## src/rtl/nec_uart_pkg.sv

```systemverilog
// Shared types, character constants and helpers for the NEC IR to UART transmitter.
package nec_uart_pkg;

    typedef enum logic [1:0] {
        IDLE  = 2'd0,
        START = 2'd1,
        DATA  = 2'd2,
        STOP  = 2'd3
    } tx_state_e;

    typedef struct packed {
        logic       is_repeat;
        logic [7:0] data;
    } fifo_entry_t;

    localparam logic [7:0] ASCII_CR = 8'h0D;
    localparam logic [7:0] ASCII_LF = 8'h0A;
    localparam logic [7:0] ASCII_R  = 8'h52;

    // Uppercase hex digit: 0-9 map to '0'..'9', A-F map to 'A'..'F'.
    function automatic logic [7:0] hex_to_ascii(input logic [3:0] nib);
        if (nib < 4'd10) return 8'h30 + {4'h0, nib};
        else             return 8'h37 + {4'h0, nib};
    endfunction

endpackage

```

## src/rtl/nec_uart_fifo.sv

```systemverilog
// Show-ahead synchronous FIFO; rdata always presents the oldest entry.
module nec_uart_fifo #(
    parameter int WIDTH = 9,
    parameter int DEPTH = 8
) (
    input  logic             clk,
    input  logic             rst_n,
    input  logic             push,
    input  logic             pop,
    input  logic [WIDTH-1:0] wdata,
    output logic [WIDTH-1:0] rdata,
    output logic             full,
    output logic             empty
);
    localparam int PTR_W = $clog2(DEPTH);

    logic [WIDTH-1:0] mem_q [DEPTH];
    logic [PTR_W-1:0] wr_ptr_q, rd_ptr_q;
    logic [PTR_W:0]   count_q;
    logic             push_ok, pop_ok;

    // Full is judged on the pre-edge count, so a push while full is lost even if a pop frees a slot.
    assign full    = (count_q == (PTR_W + 1)'(DEPTH));
    assign empty   = (count_q == '0);
    assign push_ok = push & ~full;
    assign pop_ok  = pop & ~empty;
    assign rdata   = mem_q[rd_ptr_q];

    always_ff @(posedge clk) begin
        if (!rst_n) begin
            wr_ptr_q <= '0;
            rd_ptr_q <= '0;
            count_q  <= '0;
        end else begin
            if (push_ok) wr_ptr_q <= wr_ptr_q + PTR_W'(1);
            if (pop_ok)  rd_ptr_q <= rd_ptr_q + PTR_W'(1);
            count_q <= count_q + (PTR_W + 1)'(push_ok) - (PTR_W + 1)'(pop_ok);
        end
    end

    // NOTE: storage needs no reset; the pointers and count alone decide which slots are valid.
    always_ff @(posedge clk) begin
        if (push_ok) mem_q[wr_ptr_q] <= wdata;
    end

endmodule

```

## src/rtl/nec_uart_tx.sv

```systemverilog
// NEC decoder output to UART 8N1 transmitter with a small entry FIFO.
// Define NEC_UART_ASCII_EN to send entries as ASCII hex + CR/LF instead of raw bytes.
module nec_uart_tx
    import nec_uart_pkg::*;
#(
    parameter int         CLK_FREQ    = 50_000_000,
    parameter int         BAUD        = 115200,
    parameter int         FIFO_DEPTH  = 8,
    parameter logic [7:0] REPEAT_BYTE = 8'hFF
) (
    input  logic       sys_clk,
    input  logic       sys_rst_n,
    input  logic [7:0] data_in,
    input  logic       data_in_en,
    input  logic       repeat_in_en,
    output logic       uart_txd,
    output logic       busy,
    output logic       overflow
);
    localparam int DIV   = CLK_FREQ / BAUD;
    localparam int CNT_W = (DIV > 1) ? $clog2(DIV) : 1;

    fifo_entry_t      push_entry, fifo_rdata;
    logic             push_req, fifo_pop, fifo_full, fifo_empty;
    tx_state_e        state_q, state_d;
    logic [CNT_W-1:0] cnt_q, cnt_d;
    logic [2:0]       bit_q, bit_d;
    logic [7:0]       byte_q, byte_d;
    logic             txd_q, txd_d, busy_q, overflow_q, baud_tc;
`ifdef NEC_UART_ASCII_EN
    logic [1:0]       char_q, char_d;
    fifo_entry_t      entry_q, entry_d;

    function automatic logic [7:0] ascii_char(input fifo_entry_t e, input logic [1:0] idx);
        if (e.is_repeat) begin
            case (idx)
                2'd0:    return ASCII_R;
                2'd1:    return ASCII_CR;
                default: return ASCII_LF;
            endcase
        end else begin
            case (idx)
                2'd0:    return hex_to_ascii(e.data[7:4]);
                2'd1:    return hex_to_ascii(e.data[3:0]);
                2'd2:    return ASCII_CR;
                default: return ASCII_LF;
            endcase
        end
    endfunction
`endif

    // A data strobe wins over a simultaneous repeat strobe.
    always_comb begin
        push_entry.is_repeat = ~data_in_en;
        push_entry.data      = data_in_en ? data_in : 8'h00;
    end
    assign push_req = data_in_en | repeat_in_en;

    nec_uart_fifo #(
        .WIDTH($bits(fifo_entry_t)),
        .DEPTH(FIFO_DEPTH)
    ) u_fifo (
        .clk  (sys_clk),
        .rst_n(sys_rst_n),
        .push (push_req),
        .pop  (fifo_pop),
        .wdata(push_entry),
        .rdata(fifo_rdata),
        .full (fifo_full),
        .empty(fifo_empty)
    );

    assign baud_tc = (cnt_q == CNT_W'(DIV - 1));

    // NOTE: every signal gets a default first so no path through the case leaves a latch.
    always_comb begin
        state_d  = state_q;
        cnt_d    = cnt_q;
        bit_d    = bit_q;
        byte_d   = byte_q;
        fifo_pop = 1'b0;
`ifdef NEC_UART_ASCII_EN
        char_d   = char_q;
        entry_d  = entry_q;
`endif
        if (state_q != IDLE) cnt_d = baud_tc ? '0 : cnt_q + CNT_W'(1);
        case (state_q)
            IDLE: begin
                if (!fifo_empty) begin
                    fifo_pop = 1'b1;
                    cnt_d    = '0;
                    bit_d    = '0;
                    state_d  = START;
`ifdef NEC_UART_ASCII_EN
                    entry_d  = fifo_rdata;
                    char_d   = 2'd0;
                    byte_d   = ascii_char(fifo_rdata, 2'd0);
`else
                    byte_d   = fifo_rdata.is_repeat ? REPEAT_BYTE : fifo_rdata.data;
`endif
                end
            end
            START: if (baud_tc) state_d = DATA;
            DATA: begin
                if (baud_tc) begin
                    bit_d = bit_q + 3'd1;
                    if (bit_q == 3'd7) state_d = STOP;
                end
            end
            STOP: begin
                if (baud_tc) begin
                    state_d = IDLE;
`ifdef NEC_UART_ASCII_EN
                    // Remaining characters of a group follow with no idle cycle.
                    if (char_q != (entry_q.is_repeat ? 2'd2 : 2'd3)) begin
                        char_d  = char_q + 2'd1;
                        byte_d  = ascii_char(entry_q, char_q + 2'd1);
                        state_d = START;
                    end
`endif
                end
            end
            default: state_d = IDLE;
        endcase
    end

    always_comb begin
        case (state_q)
            START:   txd_d = 1'b0;
            DATA:    txd_d = byte_q[bit_q];
            default: txd_d = 1'b1;
        endcase
    end

    always_ff @(posedge sys_clk) begin
        if (!sys_rst_n) begin
            state_q    <= IDLE;
            cnt_q      <= '0;
            bit_q      <= '0;
            byte_q     <= '0;
            txd_q      <= 1'b1;
            busy_q     <= 1'b0;
            overflow_q <= 1'b0;
`ifdef NEC_UART_ASCII_EN
            char_q     <= '0;
            entry_q    <= '0;
`endif
        end else begin
            state_q    <= state_d;
            cnt_q      <= cnt_d;
            bit_q      <= bit_d;
            byte_q     <= byte_d;
            txd_q      <= txd_d;
            busy_q     <= ~fifo_empty | (state_q != IDLE);
            overflow_q <= overflow_q | (push_req & fifo_full);
`ifdef NEC_UART_ASCII_EN
            char_q     <= char_d;
            entry_q    <= entry_d;
`endif
        end
    end

    assign uart_txd = txd_q;
    assign busy     = busy_q;
    assign overflow = overflow_q;

endmodule
```

## config.mk

```make
export PLATFORM = sky130hd
export DESIGN_NAME = nec_uart_tx
export DESIGN_NICKNAME = d
export VERILOG_FILES = /design/src/rtl/nec_uart_pkg.sv /design/src/rtl/nec_uart_fifo.sv /design/src/rtl/nec_uart_tx.sv
export SDC_FILE = /design/constraint.sdc
export NUM_CORES = 1
export LEC_CHECK = 0
export BUFFER_PORTS_ARGS = -buffer_cell sky130_fd_sc_hd__buf_4
export CAP_MARGIN = 25
export CORE_MARGIN = 2
export CORE_UTILIZATION = 30
export DETAILED_ROUTE_END_ITERATION = 8
export PLACE_DENSITY = 0.47
export SETUP_SLACK_MARGIN = 0.02
export SYNTH_ARGS = -nofsm -noshare
export SYNTH_HDL_FRONTEND = slang
export SYNTH_SLANG_ARGS = --single-unit
```

## constraint.sdc

```tcl
create_clock -name sys_clk -period 4.46 [get_ports sys_clk]
set_clock_uncertainty 0.15 [all_clocks]
set_input_delay 0.669 -clock sys_clk [delete_from_list [all_inputs] [get_ports sys_clk]]
set_output_delay 0.669 -clock sys_clk [all_outputs]
set_load 0.05 [all_outputs]
```

-- After elaboration in Yosys (flattened, before gate mapping)
Memory sizes are Yosys's and may differ from the RTL's. A register that Yosys moved wholly into a read port is not among the register bits.
Cells that the tools add are included.
- bits in registers: 35
- memory bits (writable): 72
- output and inout port bits: 3
- memories: 1
- memory list (name ; depth ; width ; rd ports ; clocked after memory_dff ; wr ports ; line ; RTL):
    u_fifo.mem_q ; 8 ; 9 ; 1 ; 1 ; 1 ; nec_uart_fifo.sv:17 ; logic [WIDTH-1:0] mem_q [DEPTH];
- add/sub/neg operators: 6
- order comparisons: 1
- equality and inequality tests: 11
- multiplexer cells: 24
- bitwise logic cells: 9
- reduce and logical (&&, ||, !) cells: 7
- operator list (operator ; number):
    $mux W9 ; 4
    $mux W8 ; 2
    $mux W3 ; 4
    $mux W2 ; 5
    $ne A2 B2 Y1 const B ; 5
    $add A3 B1 Y3 const B ; 3
    $add A9 B1 Y9 const B ; 1
    $eq A9 B9 Y1 const B ; 1
    $pmux W2 S4 ; 1
    $pmux W3 S2 ; 1
    $mux W1 ; 5
    $reduce_and A5 Y1 ; 1
    $add A4 B1 Y4 ; 1
    $eq A2 B2 Y1 const B ; 2
    $eq A4 B4 Y1 const B ; 1
    $logic_not A4 Y1 ; 1
    $lt A3 B4 Y1 const B ; 1
    $reduce_bool A2 Y1 ; 2
    $sub A4 B1 Y4 ; 1
    $and A1 B1 Y1 ; 3
    $bmux W1 S3 ; 1
    $eq A3 B3 Y1 const B ; 1
    $not A1 Y1 ; 3
    $or A1 B1 Y1 ; 3
    5 further kinds ; 5

-- Longest topological paths before layout
Gate-level depths: netlist (run 1).
- depth in word-level cells: 6
- depth in mapped cells: 11
- gate-level depth less buffers: 10

-- Hierarchy
Synthesis (run 1) repeated with hierarchy kept, for this count alone.
- cells, all modules: 337
- area total of the unflattened synthesis: 4855.9 um^2
- by module, submodules not included (module ; times used ; cells each ; area an instance (um^2)):
    nec_uart_fifo ; 1 ; 183 ; 3485.8
    nec_uart_tx ; 1 ; 154 ; 1370.1

-- Least setup slack after synthesis (run 1)
No wires, ideal clock.
- kind: reg2reg
- start: reg state_q[0]
- end: reg u_fifo.count_q[2]
- data arrival time: 2292 ps
- data required time: 4195 ps
- slack: 1903 ps
- stages on the path, launching flop included: 12
- buffers on the path: 1
- period minus slack after synthesis: 2557 ps
- path through: dfxtp_1 > inv_1 > ha_1 > a21boi_2 > buf_4 > ha_1 > inv_1 > ha_1 > inv_1 > fa_1 > xnor2_1 > and2_1
- longest elaborated chain between the ends: 4
- RTL lines (item ; line ; RTL):
    from (decl) ; nec_uart_tx.sv:25 ; tx_state_e state_q, state_d;
    from (signal assigned) ; nec_uart_tx.sv:149 ; state_q <= state_d;
    $logic_not A2 Y1 ; nec_uart_tx.sv:87 ; case (state_q)
    $mux W1 ; nec_uart_tx.sv:87 ;
    named net fifo_pop ; nec_uart_tx.sv:24 ; logic push_req, fifo_pop, fifo_full, fifo_empty;
    $and A1 B1 Y1 ; nec_uart_fifo.sv:26 ; assign pop_ok = pop & ~empty;
    $sub A4 B1 Y4 ; nec_uart_fifo.sv:37 ; count_q <= count_q + (PTR_W + 1)'(push_ok) - (PTR_W + 1)'(pop_ok);
    to (signal assigned) ; nec_uart_fifo.sv:37 ;
    to (decl) ; nec_uart_fifo.sv:19 ; logic [PTR_W:0] count_q;
The timed path passes the listed nets, and every way through them passes these cells.
A chain may end at the register's enable or synchronous reset.

-- Worst setup path after layout (run 1)
- start: reg state_q[0]
- end: reg u_fifo.count_q[2]
- longest elaborated chain between the ends: 4
- RTL lines (item ; line):
    $logic_not A2 Y1 ; nec_uart_tx.sv:87
    $mux W1 ; nec_uart_tx.sv:87
    $and A1 B1 Y1 ; nec_uart_fifo.sv:26
    $sub A4 B1 Y4 ; nec_uart_fifo.sv:37
Every way passes these cells.

==> results by group, run 1 <==
Clock network
  – CTS buffer count: 9
  – Root buffer selected by CTS: clkbuf_16
  – Post-CTS Hold Fix Bufs: 0
  – # Post-CTS Setup Buffers: 0
  – Worst-Skew Late Latency: around 0.35 ns
  – Clock Path Buffers: 2
  – Clock transition at path regs: 0.07 ns
  – H-tree depth: 3
  – Post-CTS sizing: 0
  – CTS tree: built
  – Clock Sinks: 110

Worst setup path
  – Type of origin of the critical path: flop
  – Reg2reg end: u_fifo.count_q[2]
  – CP required: about 4.6 ns
  – CP Max Fanout: 19
  – Critical path arrival: between 3 and 4 ns
  – Setup crit start: state_q[0]
  – Worst R2R Path Depth: 10
  – Crit Path Category: reg2reg
  – RR Startpoint: state_q[0]
  – Reg2Reg Setup Slack: about 1.6 ns
  – Endpoint class of the critical path: flop

Drt
  – DRT antenna net count: 0
  – DR pass1 iterations: 4
  – Vias/cell: approximately 4.8
  – DRT iter0 DRCs: ~210
  – WL/cell: around 17 um
  – # DRC: 0
  – DR vias: between 2000 and 3000
  – Routed wire length: about 8.7 mm

Synthesis
  – Synth warnings: 0
  – Post-synth EDFFs: 72
  – Register area share after synthesis: 0.625
  – Flops & latches, synth: 110
  – Library cells used by synthesis: between 50 and 60
  – Post-synthesis cell count: between 300 and 400
  – Syn nets: ~340
  – Syn Area/Cell: about 15 um^2
  – Ys async rst share: 0
  – Top FF cell, synth: edfxtp_1
  – Mapped cell area: ~4700 um^2

Placement
  – Inst Count DP: around 510
  – RePlAce Congestion: between 0.7 and 0.8
  – DP HPWL: approximately 5.6 mm
  – Port Buffer Count: 14

GRT
  – Initial antenna violation count: 0
  – Aggregate global-route resource usage: 0.117
  – First-pass GRT wire length: between 10 and 15 mm
  – Gr ovfl total: 0
  – Pin count of the biggest net entering global routing: 39
  – Vias in the first global route: around 2600

Status
  – Status: finished clean

Layout
  – Area delta synth->final: 12.9%
  – Fin cells: around 530
  – Final #Nets: approximately 360
  – Share of layout cells above drive strength 1: 0.201
  – Ant. Diodes: 0

Timing
  – Max Clk Rate: 344 MHz
  – Final setup viols: 0
  – Fin crit share: 0.652
  – Sum Neg Setup Slack: 0 ns
  – Max Slew Vio Count: 0
  – Final Hold Fails: 0
  – Slew HR: 0.365
  – Worst-margin pin slew: 0.951 ns
  – Fin crit period: between 2 and 3 ns
  – RSZ-0062 raised after global routing: no

Pwr
  – Flop pwr share: 0.449
  – Leakage: around 1.8 nW
  – Internal power: just over 2 mW
  – Clk pwr share: 0.254
  – PnR Total Power: between 3 and 4 mW
  – Net load switching power: between 0.9 and 1 mW
  – Pwr Density: about 570 nW/um^2
  – Comb power frac: 0.297
  – Peak supply drop: between 0.0002 and 0.00025 V
  – Switching fraction of total power: 0.319

Run
  – Number of max-cap violations: 0

Floorplan
  – Die footprint: between 15000 and 20000 um^2
  – Initial Util: 0.308
  – Row cnt: between 40 and 50
  – Die Width: around 130 um
  – Die Ht: 129 um
  – I/O pin count: 15
  – Core Area: about 15000 um^2

Hold path
  – HP Start: overflow
  – Hold endpoint: overflow
  – Worst hold-check path type: reg2reg
  – Worst Hold Path Cells: 1
-- logic make-up (layout without fill, tap and decap cells) --
family | count (synthesis) | count (layout) | share of synthesized area
flops | 110 | 110 | 0.625
simple gates | 79 | 79 | 0.0963
compound gates | 44 | 44 | 0.0663
mux | 34 | 34 | 0.129
buf+inv | 24 | 49 | 0.0249
fa+ha+maj | 17 | 17 | 0.0471
xor+xnor | 6 | 6 | 0.0112
-- cell usage after synthesis, drive strengths merged, types with 3 or more instances --
cell type / count / share of area
a21boi: 3 / 0.0056
a21o: 3 / 0.0051
a21oi: 5 / 0.0053
a31oi: 8 / 0.011
and2: 18 / 0.024
and2b: 3 / 0.0048
buf: 6 / 0.010
clkbuf: 5 / 0.0043
dfxtp: 38 / 0.16
edfxtp: 72 / 0.46
ha: 16 / 0.043
inv: 13 / 0.010
mux2i: 13 / 0.030
mux4: 20 / 0.096
nand2: 13 / 0.010
nand2b: 5 / 0.0067
nand3: 5 / 0.0053
nor2: 14 / 0.011
nor2b: 6 / 0.0080
nor3: 4 / 0.0043
o21ai: 11 / 0.012
o221a: 4 / 0.0096
xnor2: 3 / 0.0056
xor2: 3 / 0.0056
-- flip-flops by register name (all words and copies together) (netlist names), named ones only --
| register | count |
|---|---|
| byte_q | 8 |
| overflow | 1 |
| u_fifo.wr_ptr_q | 3 |
| u_fifo.mem_q | 72 |
| u_fifo.rd_ptr_q | 3 |
| u_fifo.count_q | 4 |
| busy | 1 |
| uart_txd | 1 |
| cnt_q | 9 |
| bit_q | 3 |
| state_q | 2 |
-- metal layers --
metal,global-route usage,vias up,wire length (um)
li1,-,1238,-
met1,0.153,1231,4130
met2,0.189,33,4180
met4,0.0448,0,142
met5,0,-,0
met3,0.0283,12,258
-- power by group through the flow --
stage	clock, mW	sequential, mW	combinational (mW)
6_report	0.771	1.36	0.902
5_1_grt	0.847	1.38	1.03
4_1_cts	0.803	1.37	0.922
3_5_place_dp	0	1.39	0.918
3_3_place_gp	0	1.38	0.919
2_1_floorplan	0	1.36	0.729
-- cells in the final DEF (no fill, tap or decap), types with 2 or more instances in the layout --
cell / netlist / final
edfxtp_1: 72 / 72
dfxtp_1: 38 / 38
buf_4: 2 / 21
mux4_2: 20 / 20
and2_1: 18 / 18
ha_1: 16 / 16
nor2_1: 14 / 14
inv_1: 13 / 13
nand2_1: 13 / 13
mux2i_1: 12 / 12
o21ai_0: 11 / 11
clkbuf_16: 0 / 9
a31oi_1: 8 / 8
nor2b_1: 6 / 6
a21oi_1: 5 / 5
nand2b_1: 5 / 5
nand3_1: 5 / 5
nor3_1: 4 / 4
o221a_2: 4 / 4
xnor2_1: 3 / 3
and2b_1: 3 / 3
xor2_1: 3 / 3
inv_6: 0 / 3
a21o_1: 2 / 2
a32o_1: 2 / 2
o21a_1: 2 / 2
and3_1: 2 / 2
inv_8: 0 / 2
-- layout make-up --
class	count	area, um^2
clock buffer	9	225
clock inverter	6	53.8
fill	1482	9920
inverter	13	48.8
multi-input combinational	180	1640
sequential	110	2920
tap	188	235
timing repair buffer	21	158
-- per-stage QoR --
step / instance area [um^2] / utilization / setup WS, ns / hold slack, ns
final: 5280 / 0.347 / 1.55 / 0.323
after global routing: 5280 / 0.347 / 1.24 / 0.364
after CTS: 5280 / 0.347 / 1.53 / 0.332
after detailed placement: 5000 / 0.329 / 1.54 / 0.313
after global placement: 5000 / 0.329 / 1.56 / 0.307
after floorplan: 4680 / - / 1.90 / 0.318
-- worst max-delay path by stage --
stage                                   end
after floorplan           u_fifo.count_q[2]
after global placement    u_fifo.count_q[2]
after detailed placement  u_fifo.count_q[2]
after CTS                 u_fifo.count_q[2]
after global routing      u_fifo.count_q[3]
final                     u_fifo.count_q[2]
-- critical path, stage by stage (launching register included) --
cell,delay (ns)
dfxtp_1,0.34
inv_1,0.09
ha_1,0.31
a21boi_2,0.66
ha_1,0.35
inv_1,0.06
ha_1,0.15
inv_1,0.06
fa_1,0.37
xnor2_1,0.13
and2_1,0.15
(Power assumes the default switching activity.)
==> inputs of run 2 (changes only) <==
- ABC_AREA: not set -> 1
- PLACE_DENSITY: 0.47 -> 0.49
- clock period: 4.46 -> 2.35 ns (I/O delays scaled with it)
==> run 2 against run 1 <==
Effect of this change:
- setup slack worse by 1.4 ns
- sequential power up 88%
- core utilization down 0.31 points
- routed wire length up 22%
- design area up 7.0%
- sequential cell count unchanged
- clock-buffer cell count unchanged
- final cell count up 45%
- first-iteration DRC count up 17%
- global-route usage up 1.2 points
==> results by group, run 2 <==
Layout
  – Area delta synth->final: 13.5%
  – Ant. Diodes: 0
  – Most common cell after layout, fill and taps aside: nand2_1
  – Final #Nets: ~570
  – Fin cells: 762
  – Most frequent cells in the layout: nand2_1 (128), edfxtp_1 (72), nand3_1 (70)
  – Max reg flops: just over 70
  – Largest registers: u_fifo.mem_q x72, cnt_q x9, byte_q x8
  – Share of layout cells above drive strength 1: 0.142
  – Post-Route Utilization: 0.344
  – Top reg by flops: u_fifo.mem_q

Pwr
  – Pwr Density: between 1000 and 1500 nW/um^2
  – Leakage: between 2 and 2.5 nW
  – Peak supply drop: roughly 0.00064 V

Clock network
  – Root buffer selected by CTS: clkbuf_16
  – # Post-CTS Setup Buffers: 0
  – Clock Path Buffers: 2
  – Clock transition at path regs: about 0.070 ns
  – Worst-Skew Late Latency: ~0.36 ns
  – Clock Sinks: 110
  – H-tree depth: 3
  – CTS buffer count: 9
  – CTS tree: built

Worst setup path
  – Endpoint class of the critical path: flop
  – Critical path arrival: 2.25 ns
  – Worst R2R Path Depth: 11
  – Crit Path Category: reg2reg
  – RR Startpoint: state_q[0]
  – Reg2reg end: u_fifo.count_q[2]
  – CP required: between 2 and 2.5 ns
  – Type of origin of the critical path: flop
  – CP Max Fanout: 4
  – Reg2Reg Setup Slack: 0.17 ns

Timing
  – Max Slew Vio Count: 0
  – Slew HR: 0.643
  – RSZ-0062 raised after global routing: no
  – Final setup viols: 0
  – Final Hold Fails: 0
  – Fin crit share: 0.926
  – Max Clk Rate: 459 MHz
  – Worst-margin pin slew: between 0.5 and 0.6 ns
  – Fin crit period: between 2 and 2.5 ns
  – Sum Neg Setup Slack: 0 ns

Drt
  – WL/cell: approximately 14 um
  – # DRC: 0
  – DRT iter0 DRCs: about 250
  – Routed wire length: 10.6 mm
  – DR vias: between 3000 and 4000
  – DR WL met2: about 5.2 mm
  – Vias/cell: 4.50
  – Routed met3 length: 443 um
  – DR pass1 iterations: 4
  – Max layer used: met4
  – Met1 WL: between 4 and 5 mm
  – DRT antenna net count: 0

Synthesis
  – Leading area contributor after synthesis: edfxtp_1
  – Area share of the largest cell type after synthesis: 0.434
  – Post-synthesis cell count: between 500 and 600
  – Flops & latches, synth: 110
  – Mapped cell area: between 4000 and 5000 um^2
  – Synth warnings: 0
  – Ranking of synthesized cells by area: edfxtp_1 (43%), dfxtp_1 (15%), nand2_1 (9.7%), nand3_1 (7.0%), ha_1 (4.0%)
  – Ys async rst share: 0
  – Most frequent cell after synthesis: nand2_1
  – Library cells used by synthesis: 37
  – Syn Area/Cell: 9.63 um^2
  – Post-synth top cells: nand2_1 (128), edfxtp_1 (72), nand3_1 (70), nor2_1 (48), inv_1 (46)
  – Post-synth EDFFs: 72
  – Top FF cell, synth: edfxtp_1
  – Register area share after synthesis: 0.587
  – Syn nets: 546

Floorplan
  – Initial Util: 0.303
  – Die Ht: approximately 130 um
  – Row cnt: 47
  – Die Width: between 100 and 150 um
  – Core Area: between 15000 and 20000 um^2
  – I/O pin count: 15
  – Die footprint: between 15000 and 20000 um^2

GRT
  – Aggregate global-route resource usage: 0.129
  – First-pass GRT wire length: around 18 mm
  – Gr ovfl total: 0
  – Vias in the first global route: ~3400
  – Initial antenna violation count: 0
  – Pin count of the biggest net entering global routing: 37

Hold path
  – Worst hold-check path type: in2reg
  – HP Start: sys_rst_n
  – Worst Hold Path Cells: 3
  – Hold endpoint: u_fifo.count_q[0]

Status
  – Status: finished clean

Placement
  – DP HPWL: a little under 7 mm
  – RePlAce Congestion: roughly 0.76
  – Inst Count DP: between 700 and 800
  – Port Buffer Count: 14

Run
  – Number of max-cap violations: 0
==> run 2: changes by cell type after synthesis, moves of 12 or more <==
cell     delta
nor2_1     +34
nand3_1    +65
inv_1      +33
mux2i_1    -12
nand2_1   +115
a21oi_1    +12
and2_1     -18
mux4_2     -20
==> run 2: cell families after synthesis <==
family          share of synthesized area
buf+inv                            0.0744
fa+ha+maj                          0.0442
compound gates                     0.0525
flops                               0.587
xor+xnor                          0.00176
simple gates                        0.240
==> run 2: cell type report <==
type / count / area [um^2]
clock buffers: 9 / 225
clock inverters: 7 / 86.3
fillers: 1645 / 10800
inverters: 56 / 223
multi-input cells: 333 / 1700
flip-flops and latches: 110 / 2930
well taps: 220 / 275
repair buffers: 27 / 215
==> run 2: timing repair <==
item,in CTS,in global routing
endpoints found under the setup margin,0,1
resized for setup,0,6
hold buffers,0,0
==> run 2: routing by layer <==
layer	global-route usage	vias to the layer above
met5	0	-
met4	0.0460	0
met3	0.0291	15
met2	0.217	63
met1	0.162	1607
li1	-	1743
==> run 2: worst max-delay path, cell delays in order, from the launching register on <==
cell and delay, ns:
dfxtp_2 0.35, inv_1 0.07, ha_2 0.22, nand2_2 0.09, inv_2 0.04, ha_1 0.27, inv_1 0.06, ha_1 0.16
inv_1 0.06, fa_1 0.37, xor2_1 0.16, nor2_1 0.06
==> run 2: power breakdown <==
group	leakage, nW	internal (mW)	total, mW	switching, mW
combinational	1.12	0.740	2.15	1.41
clock	0.150	0.762	1.54	0.774
sequential	0.980	2.39	2.55	0.163
==> run 2: worst max-delay path by stage <==
stage / from / to / depth (start not counted)
finish: state_q[0] / u_fifo.count_q[2] / 11
global route: u_fifo.count_q[1] / u_fifo.count_q[2] / 11
CTS: state_q[0] / u_fifo.count_q[2] / 11
detailed placement: state_q[0] / u_fifo.count_q[2] / 11
global placement: state_q[0] / u_fifo.count_q[2] / 11
floorplan: state_q[0] / u_fifo.count_q[2] / 12
==> run 2: metrics by stage <==
step	hold slack, ns	area (um^2)	total power [mW]	setup WS, ns
final	0.193	5650	6.24	0.173
after global routing	0.202	5650	6.73	0.0213
after CTS	0.178	5630	6.30	0.0681
after detailed placement	0.300	5320	4.73	0.0922
after global placement	0.299	5320	4.69	0.177
after floorplan	0.286	4980	4.24	0.120
==> inputs of run 3 (changes only) <==
- SYNTH_HIERARCHICAL: not set -> 1
==> run 3 against run 2 <==
Effect of this change:
- global-route usage is 0.21 points lower
- sequential cell count stayed put
- clock power is 3% lower
- synthesized cell count is 18% higher
- via count is 8.8% higher
- sequential power hardly changed
- critical path depth is 1 higher
- largest power group is now combinational logic
==> results by group, run 3 <==
Pwr
  – Clk pwr share: 0.213
  – Comb power frac: 0.419
  – Pwr Density: 1140 nW/um^2
  – Switching fraction of total power: 0.386
  – Internal power: ~4.3 mW
  – Flop pwr share: 0.367
  – Net load switching power: roughly 2.7 mW
  – Peak supply drop: between 0.0005 and 0.0006 V
  – PnR Total Power: roughly 7.0 mW
  – Leakage: 2.79 nW

Drt
  – Vias/cell: between 4 and 5
  – # DRC: 0
  – DRT iter0 DRCs: 165
  – DR vias: around 3700
  – WL/cell: roughly 13 um
  – DRT antenna net count: 0
  – Routed wire length: about 11 mm
  – DR pass1 iterations: 4

Clock network
  – H-tree depth: 3
  – CTS buffer count: 9
  – Root buffer selected by CTS: clkbuf_16
  – Clock Path Buffers: 2
  – Post-CTS Hold Fix Bufs: 0
  – CTS tree: built
  – Clock Sinks: 110
  – Worst-Skew Late Latency: around 0.35 ns
  – Clock transition at path regs: approximately 0.07 ns

Timing
  – Worst-margin pin slew: approximately 0.48 ns
  – RSZ-0062 raised after global routing: no
  – Fin crit period: 2.24 ns
  – Final Hold Fails: 0
  – Final setup viols: 0
  – Max Clk Rate: between 400 and 500 MHz
  – Fin crit share: 0.952
  – Slew HR: 0.682
  – Max Slew Vio Count: 0

Worst setup path
  – Critical path arrival: ~2.3 ns
  – CP required: between 2 and 2.5 ns
  – Endpoint class of the critical path: flop
  – CP Max Fanout: 5
  – Type of origin of the critical path: flop
  – Crit Path Category: reg2reg

Synthesis
  – Library cells used by synthesis: 40
  – Post-Synth Adder-Cell Area: 0.0387
  – Leading area contributor after synthesis: edfxtp_1
  – Mux cell area share after synthesis: 0
  – Flops & latches, synth: 110
  – Mapped cell area: between 5000 and 6000 um^2
  – XOR/XNOR share of the synthesized area: 0.00163
  – Ranking of synthesized cells by area: edfxtp_1 (40%), dfxtp_1 (14%), nand2_1 (13%), inv_1 (8.3%), nand3_1 (4.5%)
  – Largest family of logic cells by synthesized area: simple AND/OR/NAND/NOR gates
  – Post-synth EDFFs: slightly above 70
  – Post-synth top cells: nand2_1 (184), inv_1 (119), edfxtp_1 (72), nand3_1 (48), dfxtp_1 (38)
  – Ys async rst share: 0
  – Post-synthesis cell count: slightly above 600
  – Most frequent cell after synthesis: nand2_1
  – Synth Area in Compound Gates: 0.0601
  – Area share of the largest cell type after synthesis: 0.403
  – Syn nets: approximately 640
  – Post-synthesis simple-gate area fraction: 0.236
  – Synth warnings: 6
  – Top FF cell, synth: edfxtp_1
  – Syn Area/Cell: about 8.8 um^2
  – Register area share after synthesis: 0.544

Hold path
  – Worst hold-check path type: in2reg

GRT
  – Vias in the first global route: 3605
  – Pin count of the biggest net entering global routing: 20
  – First-pass GRT wire length: approximately 18 mm
  – Gr ovfl total: 0
  – Initial antenna violation count: 0
  – Aggregate global-route resource usage: 0.127

Layout
  – Area delta synth->final: 14.4%
  – Largest registers: u_fifo/mem_q x72, cnt_q x9, byte_q x8
  – Top reg by flops: u_fifo/mem_q
  – # fillers: between 1500 and 2000
  – Post-Route Utilization: 0.353
  – Final #Nets: between 600 and 700
  – Most frequent cells in the layout: nand2_1 (182), inv_1 (116), edfxtp_1 (72)
  – Most common cell after layout, fill and taps aside: nand2_1
  – Ant. Diodes: 0
  – FF/Latch Area: between 2000 and 3000 um^2
  – Area of the multi-input gates: about 1900 um^2
  – Max reg flops: 72
  – Share of layout cells above drive strength 1: 0.167

Floorplan
  – Initial Util: 0.308
  – Core Area: ~17000 um^2
  – Die Ht: between 100 and 150 um
  – Die footprint: ~19000 um^2
  – I/O pin count: 15
  – Row cnt: 48
  – Die Width: 138 um

Placement
  – Port Buffer Count: 14
  – RePlAce Congestion: roughly 0.78
  – DP HPWL: between 7 and 8 mm

Status
  – Status: finished clean

Run
  – Number of max-cap violations: 0
[run 3: worst paths after layout]
kind | cells after the start | from | to | slack [ns]
worst max register to register | 12 | state_q[1] | u_fifo/count_q[1] | 0.11
worst min register to register | 2 | byte_q[4] | byte_q[4] | 0.32
worst min-delay path | 3 | sys_rst_n | u_fifo/count_q[1] | 0.19
worst max-delay path | 12 | state_q[1] | u_fifo/count_q[1] | 0.11
[run 3: worst max-delay path, cell delays in order (launching register included)]
cell,delay (ns)
dfxtp_1,0.38
inv_1,0.11
ha_4,0.19
inv_2,0.10
nor2_4,0.05
buf_4,0.15
nand2_1,0.08
nand2_1,0.07
nand2_1,0.08
ha_1,0.16
inv_1,0.06
fa_2,0.51
nor2_1,0.04
[run 3: repair_timing]
action                                 in CTS  in global routing
buffers inserted                            0                  1
resized for setup                           5                  8
setup endpoints to repair                   1                  2
endpoints found under the hold margin       0                  0
[run 3: kinds of logic (layout without fill, tap and decap cells)]
| family | count (synthesis) | after routing |
|---|---|---|
| adder cells (fa/ha/maj) | 16 | 16 |
| buffers and inverters | 149 | 186 |
| XOR/XNOR | 1 | 1 |
| AND/OR/NAND/NOR | 292 | 292 |
| AO/OA/AOI/OAI | 43 | 43 |
| flip-flops | 110 | 110 |
[run 3: cell type report]
type / instances / share of cell area
Sequential cell: 110 / 0.476
Multi-Input combinational cell: 352 / 0.301
Inverter: 130 / 0.0802
Timing Repair Buffer: 40 / 0.0489
Tap cell: 225 / 0.0458
Clock buffer: 11 / 0.0379
Clock inverter: 5 / 0.00978
[run 3: stage by stage]
| step | instance area, um^2 | hold slack, ns | setup TNS, ns | cells | setup WS, ns |
|---|---|---|---|---|---|
| finish | 6140 | 0.190 | 0 | 873 | 0.114 |
| detailed placement | 5800 | 0.314 | -0.0193 | 856 | -0.0193 |
| global placement | 5800 | 0.308 | 0 | 856 | 0.0610 |
| CTS | 6110 | 0.173 | 0 | 872 | 0.0327 |
| floorplan | 5370 | 0.292 | 0 | 611 | 0.0213 |
| global route | 6140 | 0.196 | 0 | 873 | 0.0227 |
[run 3: per-layer routing]
| layer | vias up | GRT usage | part of all wire |
|---|---|---|---|
| met5 | - | 0 | 0 |
| met4 | 0 | 0.0493 | 0.018 |
| met3 | 14 | 0.0224 | 0.026 |
| met2 | 46 | 0.207 | 0.47 |
| met1 | 1696 | 0.167 | 0.49 |
| li1 | 1974 | - | - |
[run 3: power by group through the flow]
stage	Clock (mW)	Combinational [mW]	Sequential, mW
floorplan	0	2.16	2.62
global placement	0	2.78	2.62
detailed placement	0	2.83	2.62
CTS	1.55	2.88	2.58
global route	1.63	3.36	2.62
finish	1.50	2.95	2.58
